### config.mk
export PLATFORM = sky130hd
export DESIGN_NAME = hazard_unit
export DESIGN_NICKNAME = d
export VERILOG_FILES = /design/src/rtl/hazard_unit.sv
export SDC_FILE = /design/constraint.sdc
export NUM_CORES = 1
export LEC_CHECK = 0
export CAP_MARGIN = 20
export CORE_UTILIZATION = 53
export DETAILED_ROUTE_END_ITERATION = 10
export PLACE_DENSITY = 0.83
export SETUP_SLACK_MARGIN = 0.02
export SLEW_MARGIN = 15
export SYNTH_ARGS = -nofsm -noshare
export SYNTH_HDL_FRONTEND = slang
export SYNTH_SLANG_ARGS = --single-unit
### constraint.sdc
create_clock -name clk -period 4.5 [get_ports clk]
set_input_delay 0.675 -clock clk [delete_from_list [all_inputs] [get_ports clk]]
set_output_delay 0.675 -clock clk [all_outputs]
set_load 0.02 [all_outputs]
### src/rtl/hazard_unit.sv
// Hazard controller for the 5-stage RV32I core: forwarding selects plus
// load-use stall and branch flush, driven from a private E/M/W shadow pipe.
//
// Ports:
//   clk, rst             clock and synchronous active-high reset
//   rs1_d, rs2_d, rd_d   Decode-stage register indices
//   reg_write_d          Decode-stage instruction writes rd
//   mem_to_reg_d         Decode-stage instruction is a load
//   pc_src_e             branch/jump resolved taken in Execute
//   forward_a_e/b_e      00 regfile, 01 WB result, 10 MEM result
//   stall_f, stall_d     hold PC and IF/ID
//   flush_d, flush_e     clear IF/ID and ID/EX
module hazard_unit #(
  parameter int REG_ADDR_WIDTH = 5
) (
  input  logic                      clk,
  input  logic                      rst,
  input  logic [REG_ADDR_WIDTH-1:0] rs1_d,
  input  logic [REG_ADDR_WIDTH-1:0] rs2_d,
  input  logic [REG_ADDR_WIDTH-1:0] rd_d,
  input  logic                      reg_write_d,
  input  logic                      mem_to_reg_d,
  input  logic                      pc_src_e,
  output logic [1:0]                forward_a_e,
  output logic [1:0]                forward_b_e,
  output logic                      stall_f,
  output logic                      stall_d,
  output logic                      flush_d,
  output logic                      flush_e
);

  localparam int W = REG_ADDR_WIDTH;

  logic [W-1:0] rs1_e;
  logic [W-1:0] rs2_e;
  logic [W-1:0] rd_e;
  logic         reg_write_e;
  logic         mem_to_reg_e;
  logic [W-1:0] rd_m;
  logic         reg_write_m;
  logic [W-1:0] rd_w;
  logic         reg_write_w;
  logic         lw_stall;

  // No enable: a stalled D is held upstream and the E bubble
  // comes from flush_e.
  always_ff @(posedge clk) begin
    if (rst) begin
      rs1_e        <= '0;
      rs2_e        <= '0;
      rd_e         <= '0;
      reg_write_e  <= 1'b0;
      mem_to_reg_e <= 1'b0;
      rd_m         <= '0;
      reg_write_m  <= 1'b0;
      rd_w         <= '0;
      reg_write_w  <= 1'b0;
    end else begin
      rd_w        <= rd_m;
      reg_write_w <= reg_write_m;
      rd_m        <= rd_e;
      reg_write_m <= reg_write_e;
      if (flush_e) begin
        rs1_e        <= '0;
        rs2_e        <= '0;
        rd_e         <= '0;
        reg_write_e  <= 1'b0;
        mem_to_reg_e <= 1'b0;
      end else begin
        rs1_e        <= rs1_d;
        rs2_e        <= rs2_d;
        rd_e         <= rd_d;
        reg_write_e  <= reg_write_d;
        mem_to_reg_e <= mem_to_reg_d;
      end
    end
  end

  // MEM beats WB: it holds the younger write to the same register.
  function automatic logic [1:0] fwd_sel(
    input logic [W-1:0] rs,
    input logic         wm,
    input logic [W-1:0] rdm,
    input logic         ww,
    input logic [W-1:0] rdw
  );
    logic [1:0] sel;
    sel = 2'b00;
    if (wm && (rdm != '0) && (rdm == rs))
      sel = 2'b10;
    else if (ww && (rdw != '0) && (rdw == rs))
      sel = 2'b01;
    return sel;
  endfunction

  assign forward_a_e = fwd_sel(rs1_e, reg_write_m, rd_m,
                               reg_write_w, rd_w);
  assign forward_b_e = fwd_sel(rs2_e, reg_write_m, rd_m,
                               reg_write_w, rd_w);

  // rs fields are compared even when unused: conservative.
  assign lw_stall = mem_to_reg_e && (rd_e != '0) &&
                    ((rd_e == rs1_d) || (rd_e == rs2_d));

  // A taken branch discards D anyway, so it overrides the stall.
  assign stall_f = lw_stall && !pc_src_e;
  assign stall_d = lw_stall && !pc_src_e;
  assign flush_d = pc_src_e;
  assign flush_e = lw_stall || pc_src_e;

endmodule

Word level (Yosys, flattened, before mapping)
Cells that the tools add are included.
{ "totals": {"reg_bits": 29, "output_inout_bits": 8, "input_bits": 20, "elab_cells": 35} }
{ "op_classes": {"n_mux": 4, "eq_ne": 6, "n_reduce_logical": 16} }
{ "op_table": {"columns": ["operator", "count"], "rows": [
  ["== test 5 bit", 6],
  ["nonzero test 5 bit", 3],
  ["logical AND 1 bit", 9],
  ["2-to-1 mux 2 bit", 2],
  ["logical OR 1 bit", 2],
  ["2-to-1 mux 1 bit", 2],
  ["OR reduction 2 bit", 1],
  ["zero test 1 bit", 1]
]} }

Logic depth before layout (Yosys ltp)
Gate-level depths: netlist of run 1.
{ "logic_depth": {"ltp_word": 5, "depth_mapped": 5, "ltp_nobuf": 4} }

Worst setup path before layout of run 1
Ideal clock, no wire load.
{ "synth_path": {"path_kind": "in2out", "start": "in rs2_d[4]", "end": "out stall_f", "required_ps": 3825, "path_stages": 5, "n_path_buf": 1, "slack_ps": 2103, "arrival_ps": 1722, "path_cell_list": "xnor2_1 > nand3_1 > o22ai_2 > and3b_1 > buf_4"} }
{ "synth_between": {"elab_chain_cells": 4} }
{ "synth_rtl": {"columns": ["item", "line", "text"], "rows": [
  ["start, declared", "19", "input logic [REG_ADDR_WIDTH-1:0] rs2_d,"],
  ["== test 5 bit", "103", "((rd_e == rs1_d) || (rd_e == rs2_d));"],
  ["logical OR 1 bit", "103", null],
  ["logical AND 1 bit", "102", "assign lw_stall = mem_to_reg_e && (rd_e != '0) &&"],
  ["logical AND 1 bit", null, null],
  ["end, declared", "26", "output logic stall_f,"]
]} }
Every way passes these cells.

Worst setup path after layout of run 1
{ "layout_path": {"start": "reg rd_e[1]", "end": "out stall_d"} }
{ "layout_between": {"elab_chain_cells": 4, "elab_cells_between_ends": 7, "cone_classes": "eq/ne: 2; reduce/logical: 5"} }
{ "layout_rtl": {"columns": ["item", "line", "text"], "rows": [
  ["start, declared", "36", "logic [W-1:0] rd_e;"],
  ["start signal, assigned", "72", "rd_e <= rd_d;"],
  ["== test 5 bit or nonzero test 5 bit (tied branches)", "103, 102", null],
  ["logical OR 1 bit or logical AND 1 bit (tied branches)", "103, 102", null],
  ["logical AND 1 bit (*)", "102", null],
  ["logical AND 1 bit (*)", "107", "assign stall_d = lw_stall && !pc_src_e;"],
  ["end, declared", "27", "output logic stall_d,"]
]} }
Every way passes the cells marked *; elsewhere a longest branch is shown, timed or not.

==> results.py, run 1 <==
metrics = {
    "clocking": {
        "cts.repair.resized": 0,
        "clock_tree.htree_level_count": 2,
        "clock_path_buffers": 2,
        "clk_transition_reported_paths_ns": 0.09,
        "cts_buffers": 5,
        "clk-insertion-delay-late_ns": 0.32,
        "post_cts_hold_buffer_count": 0,
        "cts_sinks": 29,
        "cts_root_buffer": "sky130_fd_sc_hd__clkbuf_4",
        "postCtsSetupRepairBufs": 0,
        "cts_tree": "done",
    },
    "sta": {
        "grt_setup_unrepaired": "no",
        "timing.slew.headroom_pct": 33.8,
        "final-max-slew-violation-count": 0,
        "fin_crit_sh_pct": 72.3,
        "final.setup.tns_ns": 0,
        "worst_pin_slew_ns": 0.989,
        "timing.fmax_mhz": 307,
        "fin_worst_skew_ns": 0.00627,
        "layout_min_cycle_time_ns": 3.25,
        "setup_viol": 0,
        "finalHoldViolations": 0,
    },
    "floorplanning": {
        "core_area_sq_mm": 0.00228,
        "fp.dieW_um": 51.8,
        "fp.dieH_um": 51.8,
        "die-area_sq_mm": 0.00269,
        "num_rows": 17,
        "starting_density_of_the_core_pct": 57.8,
        "ios": 28,
    },
    "worst_hold_path": {
        "hold-path-endpoint": "reg_write_m$_SDFF_PP0_",
        "hp-class": "reg2reg",
        "timing.hold.worst_path_depth": 1,
        "worstHoldStart": "reg_write_e$_SDFF_PP0_",
    },
    "critical_path": {
        "worstSetupStartpointType": "flip-flop",
        "worstSetupPathType": "reg2out",
        "worst_setup_path_end_kind": "output port",
        "critical_path.max_fanout": 19,
        "reg2regPathDepth": 3,
        "crit_arrival_ns": 2.58,
        "worstReg2RegEnd": "reg_write_e$_SDFF_PP0_",
        "crit-reg2reg-launch": "rd_e[1]$_SDFF_PP0_",
        "worst_ep_required_time_ns": 3.83,
        "rrSetupSlack_ns": 2.77,
    },
    "logic_synthesis": {
        "netlist_area_sq_mm": 0.00132,
        "synth.mux.area_fraction_pct": 0,
        "synth-compound-area-share_pct": 12.2,
        "synth_seq_area_share_pct": 44.1,
        "synth_top_family_by_area": "XOR/XNOR gates",
        "synthAdderAreaFrac_pct": 0,
        "post_synth_net_total": 154,
        "simple_gate_share_of_the_synthesized_area_pct": 19.3,
        "yosys.area_share.xor_xnor_pct": 20.0,
        "cells_after_synthesis": 134,
        "ys_ff_latch": 29,
        "syn_avg_cell_area_sq_um": 9.82,
        "yosys.cell_types.count": 22,
        "synth.yosys.warnings": 0,
    },
    "route": {
        "wl_per_cell_um": 12.2,
        "number_of_drc_violations_after_detailed_routing": 0,
        "detail_route.wirelength_um": 2330,
        "vias_per_cell": 5.06,
        "dr.first_iter.drc_count": 11,
        "antenna_left": 0,
        "via_count": 967,
        "dr.pass1.iters": 4,
    },
    "final_layout": {
        "final.fill_count": 172,
        "nNetsFinal": 182,
        "layout-drive-gt1-share_pct": 12.9,
        "syn2layout_area_growth_pct": 23.2,
        "fin_util_pct": 71.2,
        "final_cells": 191,
        "n_antenna_cell": 0,
    },
    "placement": {
        "place.detailed.hpwl_um": 1840,
        "place_inst": 183,
        "port_buffers": 27,
        "routabilityCongestion": 0.840,
    },
    "flow_run": {
        "number_of_max_cap_violations": 0,
    },
    "power": {
        "p_switching_uw": 123,
        "power.sequential.fraction_pct": 56.6,
        "leakagePower_nw": 0.662,
        "ir_drop_worst_case_vdd_mv": 0.249,
        "pwr-share-comb_pct": 13.1,
        "p_int_uw": 360,
        "pwr_density_cell_mw_per_mm2": 298,
        "clock_power_share_pct": 30.3,
        "power_switching_share_pct": 25.5,
    },
    "global_route": {
        "grt_first_pass_wirelength_um": 4080,
        "grt-ovfl-total": 0,
        "via_count_of_the_first_global_routing_pass": 998,
        "grt_use_total_pct": 21.5,
        "grt_start_max_net_pins": 20,
        "grt_antenna_before_repair": 0,
    },
    "outcome": {
        "run_status": "complete, no violations",
    },
}
kinds of logic (layout without fill, tap and decap cells):
kind of cell | count (synthesis) | in the layout
buffers and inverters | 7 | 36
AO/OA/AOI/OAI | 22 | 22
XOR/XNOR | 30 | 30
flip-flops | 29 | 29
AND/OR/NAND/NOR | 46 | 46
cell type report:
| cell class | instances | area, sq um | share of cell area [%] |
|---|---|---|---|
| clock buffers | 6 | 41.3 | 2.55 |
| clock inverters | 2 | 10.0 | 0.617 |
| multi-input cells | 98 | 677 | 41.7 |
| flip-flops and latches | 29 | 581 | 35.8 |
| well taps | 28 | 35.0 | 2.16 |
| repair buffers | 28 | 278 | 17.1 |
synth_stat cells:
master                     instances  area, sq um
sky130_fd_sc_hd__a21o_1            1         7.51
sky130_fd_sc_hd__nor4_1            2         12.5
sky130_fd_sc_hd__buf_6             1         11.3
sky130_fd_sc_hd__o21a_1            1         7.51
sky130_fd_sc_hd__clkbuf_1          2         7.51
sky130_fd_sc_hd__dfxtp_1          29          581
sky130_fd_sc_hd__or4_1             5         37.5
sky130_fd_sc_hd__xnor2_1          16          140
sky130_fd_sc_hd__nor2_1            1         3.75
sky130_fd_sc_hd__nor4_2            2         25.0
sky130_fd_sc_hd__nand2_1          19         71.3
sky130_fd_sc_hd__nand3_1           4         20.0
sky130_fd_sc_hd__o22ai_2           1         12.5
sky130_fd_sc_hd__nor2b_1          12         75.1
sky130_fd_sc_hd__a21oi_2          10         87.6
sky130_fd_sc_hd__buf_4             2         15.0
sky130_fd_sc_hd__and3b_1           1         8.76
sky130_fd_sc_hd__buf_2             1         5.00
sky130_fd_sc_hd__buf_12            1         20.0
sky130_fd_sc_hd__a21oi_1           7         35.0
sky130_fd_sc_hd__xor2_1           14          123
sky130_fd_sc_hd__o21ai_1           2         10.0
per-stage QoR:
step                      total power, mW  hold WS (ns)  instance area, sq um  worst slack [ns]
final                               0.483         0.447                  1620              1.25
after global routing                0.505         0.465                  1620              1.12
after CTS                           0.489         0.454                  1620              1.22
after detailed placement            0.343         0.425                  1570              1.29
after global placement              0.342         0.417                  1570              1.33
after floorplan                     0.317         0.414                  1320              2.10
state kept, by name (all words and copies together) (netlist names):
register,flops
rd_e,5
rd_m,5
rd_w,5
rs1_e,5
rs2_e,5
mem_to_reg_e,1
reg_write_e,1
reg_write_m,1
reg_write_w,1
cells in the final DEF (no fill, tap or decap):
cell                              synthesis  routed
sky130_fd_sc_hd__nor2_1                   1       1
sky130_fd_sc_hd__buf_4                    2       1
sky130_fd_sc_hd__o22ai_2                  1       1
sky130_fd_sc_hd__nor4_1                   2       2
sky130_fd_sc_hd__and3b_1                  1       1
sky130_fd_sc_hd__clkbuf_4                 0       5
sky130_fd_sc_hd__xnor2_1                 16      16
sky130_fd_sc_hd__clkinv_2                 0       2
sky130_fd_sc_hd__o21ai_1                  2       2
sky130_fd_sc_hd__nor4_2                   2       2
sky130_fd_sc_hd__dfxtp_1                 29      29
sky130_fd_sc_hd__xor2_1                  14      14
sky130_fd_sc_hd__nand2_1                 19      19
sky130_fd_sc_hd__a21oi_1                  7       7
sky130_fd_sc_hd__clkbuf_1                 2       1
sky130_fd_sc_hd__o21a_1                   1       1
sky130_fd_sc_hd__nand3_1                  4       4
sky130_fd_sc_hd__clkdlybuf4s50_1          0      27
sky130_fd_sc_hd__a21oi_2                 10      10
sky130_fd_sc_hd__a21o_1                   1       1
sky130_fd_sc_hd__nor2b_1                 12      12
sky130_fd_sc_hd__or4_1                    5       5
worst max-delay path by stage:
stage | from | end | slack, ns | cells after the start
floorplan | rs2_d[4] | stall_f | 2.10 | 5
detailed placement | rs2_d[4] | stall_d | 1.29 | 6
global placement | rs2_d[4] | stall_d | 1.33 | 6
finish | rd_e[1]$_SDFF_PP0_ | stall_d | 1.25 | 4
global route | rd_e[1]$_SDFF_PP0_ | stall_d | 1.12 | 4
CTS | rd_e[1]$_SDFF_PP0_ | stall_d | 1.22 | 4
power by group through the flow:
stage	Clock, mW	Sequential, mW	Combinational (mW)
CTS	0.151	0.273	0.0641
detailed placement	0	0.279	0.0639
floorplan	0	0.277	0.0396
global route	0.161	0.275	0.0696
global placement	0	0.279	0.0624
finish	0.146	0.273	0.0635
metal layers:
metal  vias to the layer above  wire (um)  track usage (%)
met5                         -          0                0
met4                         0         43             9.46
met3                         6         87             7.02
met2                        20       1220             40.2
met1                       440        983             21.0
li1                        501          -                -
critical path, cell delays in order, from the launching register on:
cell                              delay, ns
sky130_fd_sc_hd__dfxtp_1               0.35
sky130_fd_sc_hd__or4_1                 0.54
sky130_fd_sc_hd__o21a_1                0.48
sky130_fd_sc_hd__and3b_1               0.34
sky130_fd_sc_hd__clkdlybuf4s50_1       0.54
Note: power is estimated with default switching activity, not from simulation.
==> inputs of run 2 (changes only) <==
- CORE_UTILIZATION: 53 -> 49
- PLACE_DENSITY: 0.83 -> 0.77
- clock period: 4.5 -> 3.4 ns (I/O delays scaled with it)
==> run 2 against run 1 <==
Compared with the run above: design area is 1.3% higher; clock power is 43% higher; global-route usage is 1.4 points lower; clock-buffer cell count is 1 higher; sequential cell count stayed put.
==> results.py, run 2 (synthesis gave the netlist of run 1 again) <==
metrics = {
    "outcome": {
        "run_status": "complete, no violations",
    },
    "critical_path": {
        "worst_ep_required_time_ns": 2.89,
        "critical_path.max_fanout": 4,
        "crit_arrival_ns": 2.37,
        "reg2regPathDepth": 4,
        "worstSetupStartpointType": "flip-flop",
        "timing.critical_path.slowest_stage_cell": "sky130_fd_sc_hd__clkdlybuf4s50_1",
        "worstPathCellList": "or4_1, o21ai_1, nor4_1, nor4_2, clkdlybuf4s50_1",
        "max_stage_delay_ns": 0.64,
        "worst_setup_path_end_kind": "output port",
        "worstSetupPathType": "reg2out",
    },
    "clocking": {
        "cts_root_buffer": "sky130_fd_sc_hd__clkbuf_4",
        "cts_tree": "done",
        "postCtsSetupRepairBufs": 0,
        "clock_path_buffers": 2,
        "cts_sinks": 29,
        "cts.repair.resized": 0,
        "clk-insertion-delay-late_ns": 0.32,
        "post_cts_hold_buffer_count": 0,
        "cts_buffers": 5,
        "clock_tree.htree_level_count": 2,
        "clk_transition_reported_paths_ns": 0.09,
    },
    "route": {
        "dr.pass1.iters": 4,
        "number_of_drc_violations_after_detailed_routing": 0,
        "dr.first_iter.drc_count": 7,
        "wl_per_cell_um": 12.2,
        "antenna_left": 0,
        "vias_per_cell": 4.93,
        "detail_route.wirelength_um": 2370,
        "via_count": 957,
    },
    "power": {
        "p_switching_uw": 159,
        "leakagePower_nw": 0.672,
        "power.sequential.fraction_pct": 55.2,
        "pwr_density_cell_mw_per_mm2": 399,
        "pwr-share-comb_pct": 13.0,
        "power_switching_share_pct": 24.2,
        "clock_power_share_pct": 31.8,
        "ir_drop_worst_case_vdd_mv": 0.298,
        "p_int_uw": 497,
    },
    "floorplanning": {
        "core_area_sq_mm": 0.00250,
        "starting_density_of_the_core_pct": 52.7,
        "die-area_sq_mm": 0.00290,
        "fp.dieH_um": 53.8,
        "num_rows": 18,
        "fp.dieW_um": 53.8,
        "ios": 28,
    },
    "final_layout": {
        "layout-drive-gt1-share_pct": 13.4,
        "n_antenna_cell": 0,
        "final_cells": 194,
        "layout.cells.most_common": "sky130_fd_sc_hd__dfxtp_1",
        "final.fill_count": 203,
        "nNetsFinal": 184,
        "layout_common_cells": "29 x sky130_fd_sc_hd__dfxtp_1, 27 x sky130_fd_sc_hd__clkdlybuf4s50_1, 19 x sky130_fd_sc_hd__nand2_1, 16 x sky130_fd_sc_hd__xnor2_1, 14 x sky130_fd_sc_hd__xor2_1",
        "syn2layout_area_growth_pct": 24.8,
    },
    "sta": {
        "final.setup.tns_ns": 0,
        "fin_crit_sh_pct": 84.8,
        "grt_setup_unrepaired": "no",
        "timing.slew.headroom_pct": 70.0,
        "setup_viol": 0,
        "final-max-slew-violation-count": 0,
        "timing.fmax_mhz": 347,
        "worst_pin_slew_ns": 0.446,
        "fin_worst_skew_ns": 0.00645,
        "layout_min_cycle_time_ns": 2.88,
        "finalHoldViolations": 0,
    },
    "worst_hold_path": {
        "timing.hold.worst_path_depth": 1,
        "hp-class": "reg2reg",
    },
    "global_route": {
        "grt_antenna_before_repair": 0,
        "via_count_of_the_first_global_routing_pass": 916,
        "grt_first_pass_wirelength_um": 3880,
        "grt-ovfl-total": 0,
        "grt_use_total_pct": 20.1,
        "grt_start_max_net_pins": 20,
    },
    "placement": {
        "place.detailed.hpwl_um": 1820,
        "routabilityCongestion": 0.859,
        "place_inst": 187,
        "port_buffers": 27,
    },
    "flow_run": {
        "number_of_max_cap_violations": 0,
    },
}
run 2: cell types whose count changed in the layout (fill, tap and decap cells not counted):
cell	delta
sky130_fd_sc_hd__buf_4	+2
sky130_fd_sc_hd__clkinv_2	-2
sky130_fd_sc_hd__clkbuf_8	+1
run 2: path summary, 6_finish.rpt:
| path | to | slack, ns | startpoint |
|---|---|---|---|
| max reg2reg | rs2_e[2]$_SDFF_PP0_ | 1.87 | rd_e[1]$_SDFF_PP0_ |
| min | reg_write_m$_SDFF_PP0_ | 0.45 | reg_write_e$_SDFF_PP0_ |
| max | forward_a_e[0] | 0.52 | rd_m[1]$_SDFF_PP0_ |
| min reg2reg | reg_write_m$_SDFF_PP0_ | 0.45 | reg_write_e$_SDFF_PP0_ |
run 2: per-layer routing:
| layer | GRT usage (%) | part of all wire [%] | routed length, um |
|---|---|---|---|
| met1 | 20.2 | 42 | 1000 |
| met2 | 35.0 | 51 | 1210 |
| met3 | 8.76 | 4.5 | 106 |
| met4 | 9.65 | 1.9 | 44 |
| met5 | 0 | 0 | 0 |
run 2: power by group through the flow:
stage | registers (mW) | clock network (mW) | logic [mW]
CTS | 0.362 | 0.214 | 0.0857
global route | 0.364 | 0.231 | 0.0934
floorplan | 0.367 | 0 | 0.0525
finish | 0.362 | 0.209 | 0.0849
detailed placement | 0.370 | 0 | 0.0854
global placement | 0.370 | 0 | 0.0844
run 2: area by class of cell:
class	count	area [sq um]	share of cell area, %
multi-input combinational	98	677	41.2
clock buffer	7	55.1	3.35
tap	30	37.5	2.28
sequential	29	581	35.3
timing repair buffer	30	293	17.8
run 2: critical path, delay by kind of cell (launching register included):
| family | cells | cell delay [ns] |
|---|---|---|
| DFF | 1 | 0.35 |
| and+or+nand+nor | 3 | 0.89 |
| buffers and inverters | 1 | 0.64 |
| AOI/OAI and AO/OA | 1 | 0.17 |
run 2: stage by stage:
stage | setup WS [ns] | power (mW) | util (%) | hold slack (ns) | area (sq um)
after floorplan | 1.21 | 0.419 | - | 0.414 | 1320
after global placement | 0.624 | 0.454 | 63.5 | 0.420 | 1590
after detailed placement | 0.613 | 0.456 | 63.5 | 0.429 | 1590
after CTS | 0.479 | 0.662 | 65.7 | 0.448 | 1640
after global routing | 0.339 | 0.688 | 65.7 | 0.477 | 1640
final | 0.517 | 0.655 | 65.7 | 0.448 | 1640
==> inputs of run 3 (changes only) <==
- CORE_UTILIZATION: 49 -> 44
- PLACE_DENSITY: 0.77 -> 0.73
- clock period: 3.4 -> 2.5 ns (I/O delays scaled with it)
==> run 3 against run 2 <==
Compared with the run above: power is 42% higher; register-to-register slack lost 0.92 ns; die area grew 11%; worst setup slack worse by 0.32 ns; sequential power increased by 36%; sequential cell count did not move; combinational power up 41%; global-route usage fell by 2.2 points; largest power group unchanged; sequential share of layout area down 0.76 points; critical path depth decreased by 1; utilization fell by 5.9 points.
==> results.py, run 3 (synthesis gave the netlist of run 1 again) <==
metrics = {
    "clocking": {
        "clk_transition_reported_paths_ns": 0.09,
        "clk-insertion-delay-late_ns": 0.33,
        "cts_sinks": 29,
        "cts_root_buffer": "sky130_fd_sc_hd__clkbuf_4",
        "cts_tree": "done",
        "clock_path_buffers": 2,
        "postCtsSetupRepairBufs": 0,
        "cts_buffers": 5,
        "clock_tree.htree_level_count": 2,
    },
    "route": {
        "via_count": 977,
        "dr.first_iter.drc_count": 18,
        "detail_route.wirelength_um": 2500,
        "dr.pass1.iters": 4,
        "wl_per_cell_um": 12.6,
        "number_of_drc_violations_after_detailed_routing": 0,
        "antenna_left": 0,
        "vias_per_cell": 4.91,
    },
    "placement": {
        "post_place_setup_slack_ns": -0.0164,
        "port_buffers": 27,
        "place.detailed.hpwl_um": 1920,
        "post_dp_cell_area_sq_mm": 0.00161,
        "routabilityCongestion": 0.880,
        "place_inst": 191,
    },
    "sta": {
        "final-max-slew-violation-count": 0,
        "worst_hold_slack_ns": 0.444,
        "fin_crit_sh_pct": 92.3,
        "setup_viol": 0,
        "grt_setup_unrepaired": "no",
        "fin_worst_skew_ns": 0.00969,
        "timing.slew.headroom_pct": 67.0,
        "worst_pin_slew_ns": 0.494,
        "finalHoldViolations": 0,
        "layout_min_cycle_time_ns": 2.31,
        "timing.fmax_mhz": 433,
        "setup_ws_ns": 0.193,
    },
    "final_layout": {
        "layout_common_cells": "29 x sky130_fd_sc_hd__dfxtp_1, 20 x sky130_fd_sc_hd__clkdlybuf4s50_1, 19 x sky130_fd_sc_hd__nand2_1, 16 x sky130_fd_sc_hd__xnor2_1, 14 x sky130_fd_sc_hd__xor2_1",
        "final_cells": 199,
        "layout.cells.most_common": "sky130_fd_sc_hd__dfxtp_1",
        "final.fill_count": 255,
        "n_antenna_cell": 0,
        "nNetsFinal": 187,
        "layout-drive-gt1-share_pct": 18.5,
        "final_area_sq_mm": 0.00168,
        "syn2layout_area_growth_pct": 27.6,
    },
    "floorplanning": {
        "starting_density_of_the_core_pct": 46.9,
        "die-area_sq_mm": 0.00321,
        "ios": 28,
        "num_rows": 19,
        "fp.dieH_um": 56.7,
        "fp.dieW_um": 56.7,
        "core_area_sq_mm": 0.00281,
    },
    "critical_path": {
        "critical_path.max_fanout": 4,
        "reg2regPathDepth": 4,
        "max_stage_delay_ns": 0.53,
        "cp-endpoint": "stall_f",
        "worstSetupStartpointType": "flip-flop",
        "timing.critical_path.slowest_stage_cell": "sky130_fd_sc_hd__or4_1",
        "worstPathCellList": "or4_1, o21a_1, and3b_1, dlygate4sd2_1",
        "worst_setup_path_end_kind": "output port",
        "beginning_of_the_critical_path": "rd_e[1]$_SDFF_PP0_",
        "worstReg2RegEnd": "rs1_e[1]$_SDFF_PP0_",
        "crit_arrival_ns": 1.93,
        "critical_path_cell_count": 4,
        "crit-reg2reg-launch": "rd_e[1]$_SDFF_PP0_",
        "worstSetupPathType": "reg2out",
        "worst_ep_required_time_ns": 2.12,
        "rrSetupSlack_ns": 0.95,
        "timing.critical_path.max_delay_family": "simple AND/OR/NAND/NOR gates",
        "worst-path-buf-inv": 1,
    },
    "worst_hold_path": {
        "hp-class": "reg2reg",
    },
    "power": {
        "ir_drop_worst_case_vdd_mv": 0.312,
        "fin_total_pwr_uw": 932,
        "leakagePower_nw": 0.738,
        "pwr_density_cell_mw_per_mm2": 555,
    },
    "global_route": {
        "grt_start_max_net_pins": 18,
        "grt_antenna_before_repair": 0,
        "grt-ovfl-total": 0,
        "grt_first_pass_wirelength_um": 4240,
        "via_count_of_the_first_global_routing_pass": 952,
        "grt_use_total_pct": 17.8,
    },
    "flow_run": {
        "number_of_max_cap_violations": 0,
    },
    "outcome": {
        "run_status": "complete, no violations",
    },
}
[run 3: cell types whose count changed in the layout (fill, tap and decap cells not counted), moves of 2 or more]
cell                              delta
sky130_fd_sc_hd__dlygate4sd2_1       +4
sky130_fd_sc_hd__clkdlybuf4s50_1     -7
sky130_fd_sc_hd__buf_4               +3
sky130_fd_sc_hd__buf_2               +2
[run 3: area by class of cell]
class | instances | area [sq um] | area share (%)
clock buffers | 7 | 65.1 | 3.87
clock inverters | 1 | 5.00 | 0.298
flip-flops and latches | 29 | 581 | 34.6
multi-input cells | 98 | 687 | 40.9
repair buffers | 33 | 303 | 18.0
well taps | 31 | 38.8 | 2.31
[run 3: how the worst min path moves through the flow]
| stage | from | endpoint | slack [ns] | cells after the start |
|---|---|---|---|---|
| 6_report | reg_write_e$_SDFF_PP0_ | reg_write_m$_SDFF_PP0_ | 0.44 | 1 |
| 4_1_cts | reg_write_e$_SDFF_PP0_ | reg_write_m$_SDFF_PP0_ | 0.45 | 1 |
| 5_1_grt | reg_write_e$_SDFF_PP0_ | reg_write_m$_SDFF_PP0_ | 0.46 | 1 |
| 2_1_floorplan | reg_write_e$_SDFF_PP0_ | reg_write_m$_SDFF_PP0_ | 0.41 | 1 |
| 3_5_place_dp | reg_write_e$_SDFF_PP0_ | reg_write_m$_SDFF_PP0_ | 0.43 | 1 |
| 3_3_place_gp | reg_write_e$_SDFF_PP0_ | reg_write_m$_SDFF_PP0_ | 0.42 | 1 |
[run 3: report_power, final]
group | internal, mW | switching (mW) | leakage [nW] | total [mW]
clock | 0.163 | 0.158 | 0.0413 | 0.321
sequential | 0.477 | 0.0143 | 0.237 | 0.491
combinational | 0.0670 | 0.0533 | 0.459 | 0.120
total | 0.707 | 0.225 | 0.738 | 0.932
[run 3: per-stage QoR]
step / utilization, % / setup TNS (ns)
after detailed placement: 57.4 / -0.0278
final: 59.9 / 0
after floorplan: - / 0
after CTS: 59.9 / -0.0147
after global routing: 59.9 / 0
after global placement: 57.4 / 0
[run 3: repair_timing]
action / CTS / global route
hold buffers: 0 / 0
setup endpoints to repair: 7 / 3
pin swaps: 0 / 0
cloned: 0 / 0
resized for setup: 12 / 5
[run 3: metal layers]
layer  part of all wire, %  global-route usage, %
met3                   5.2                   6.22
met2                    52                   30.4
met1                    41                   19.7
met4                   2.3                   8.21
met5                     0                      0
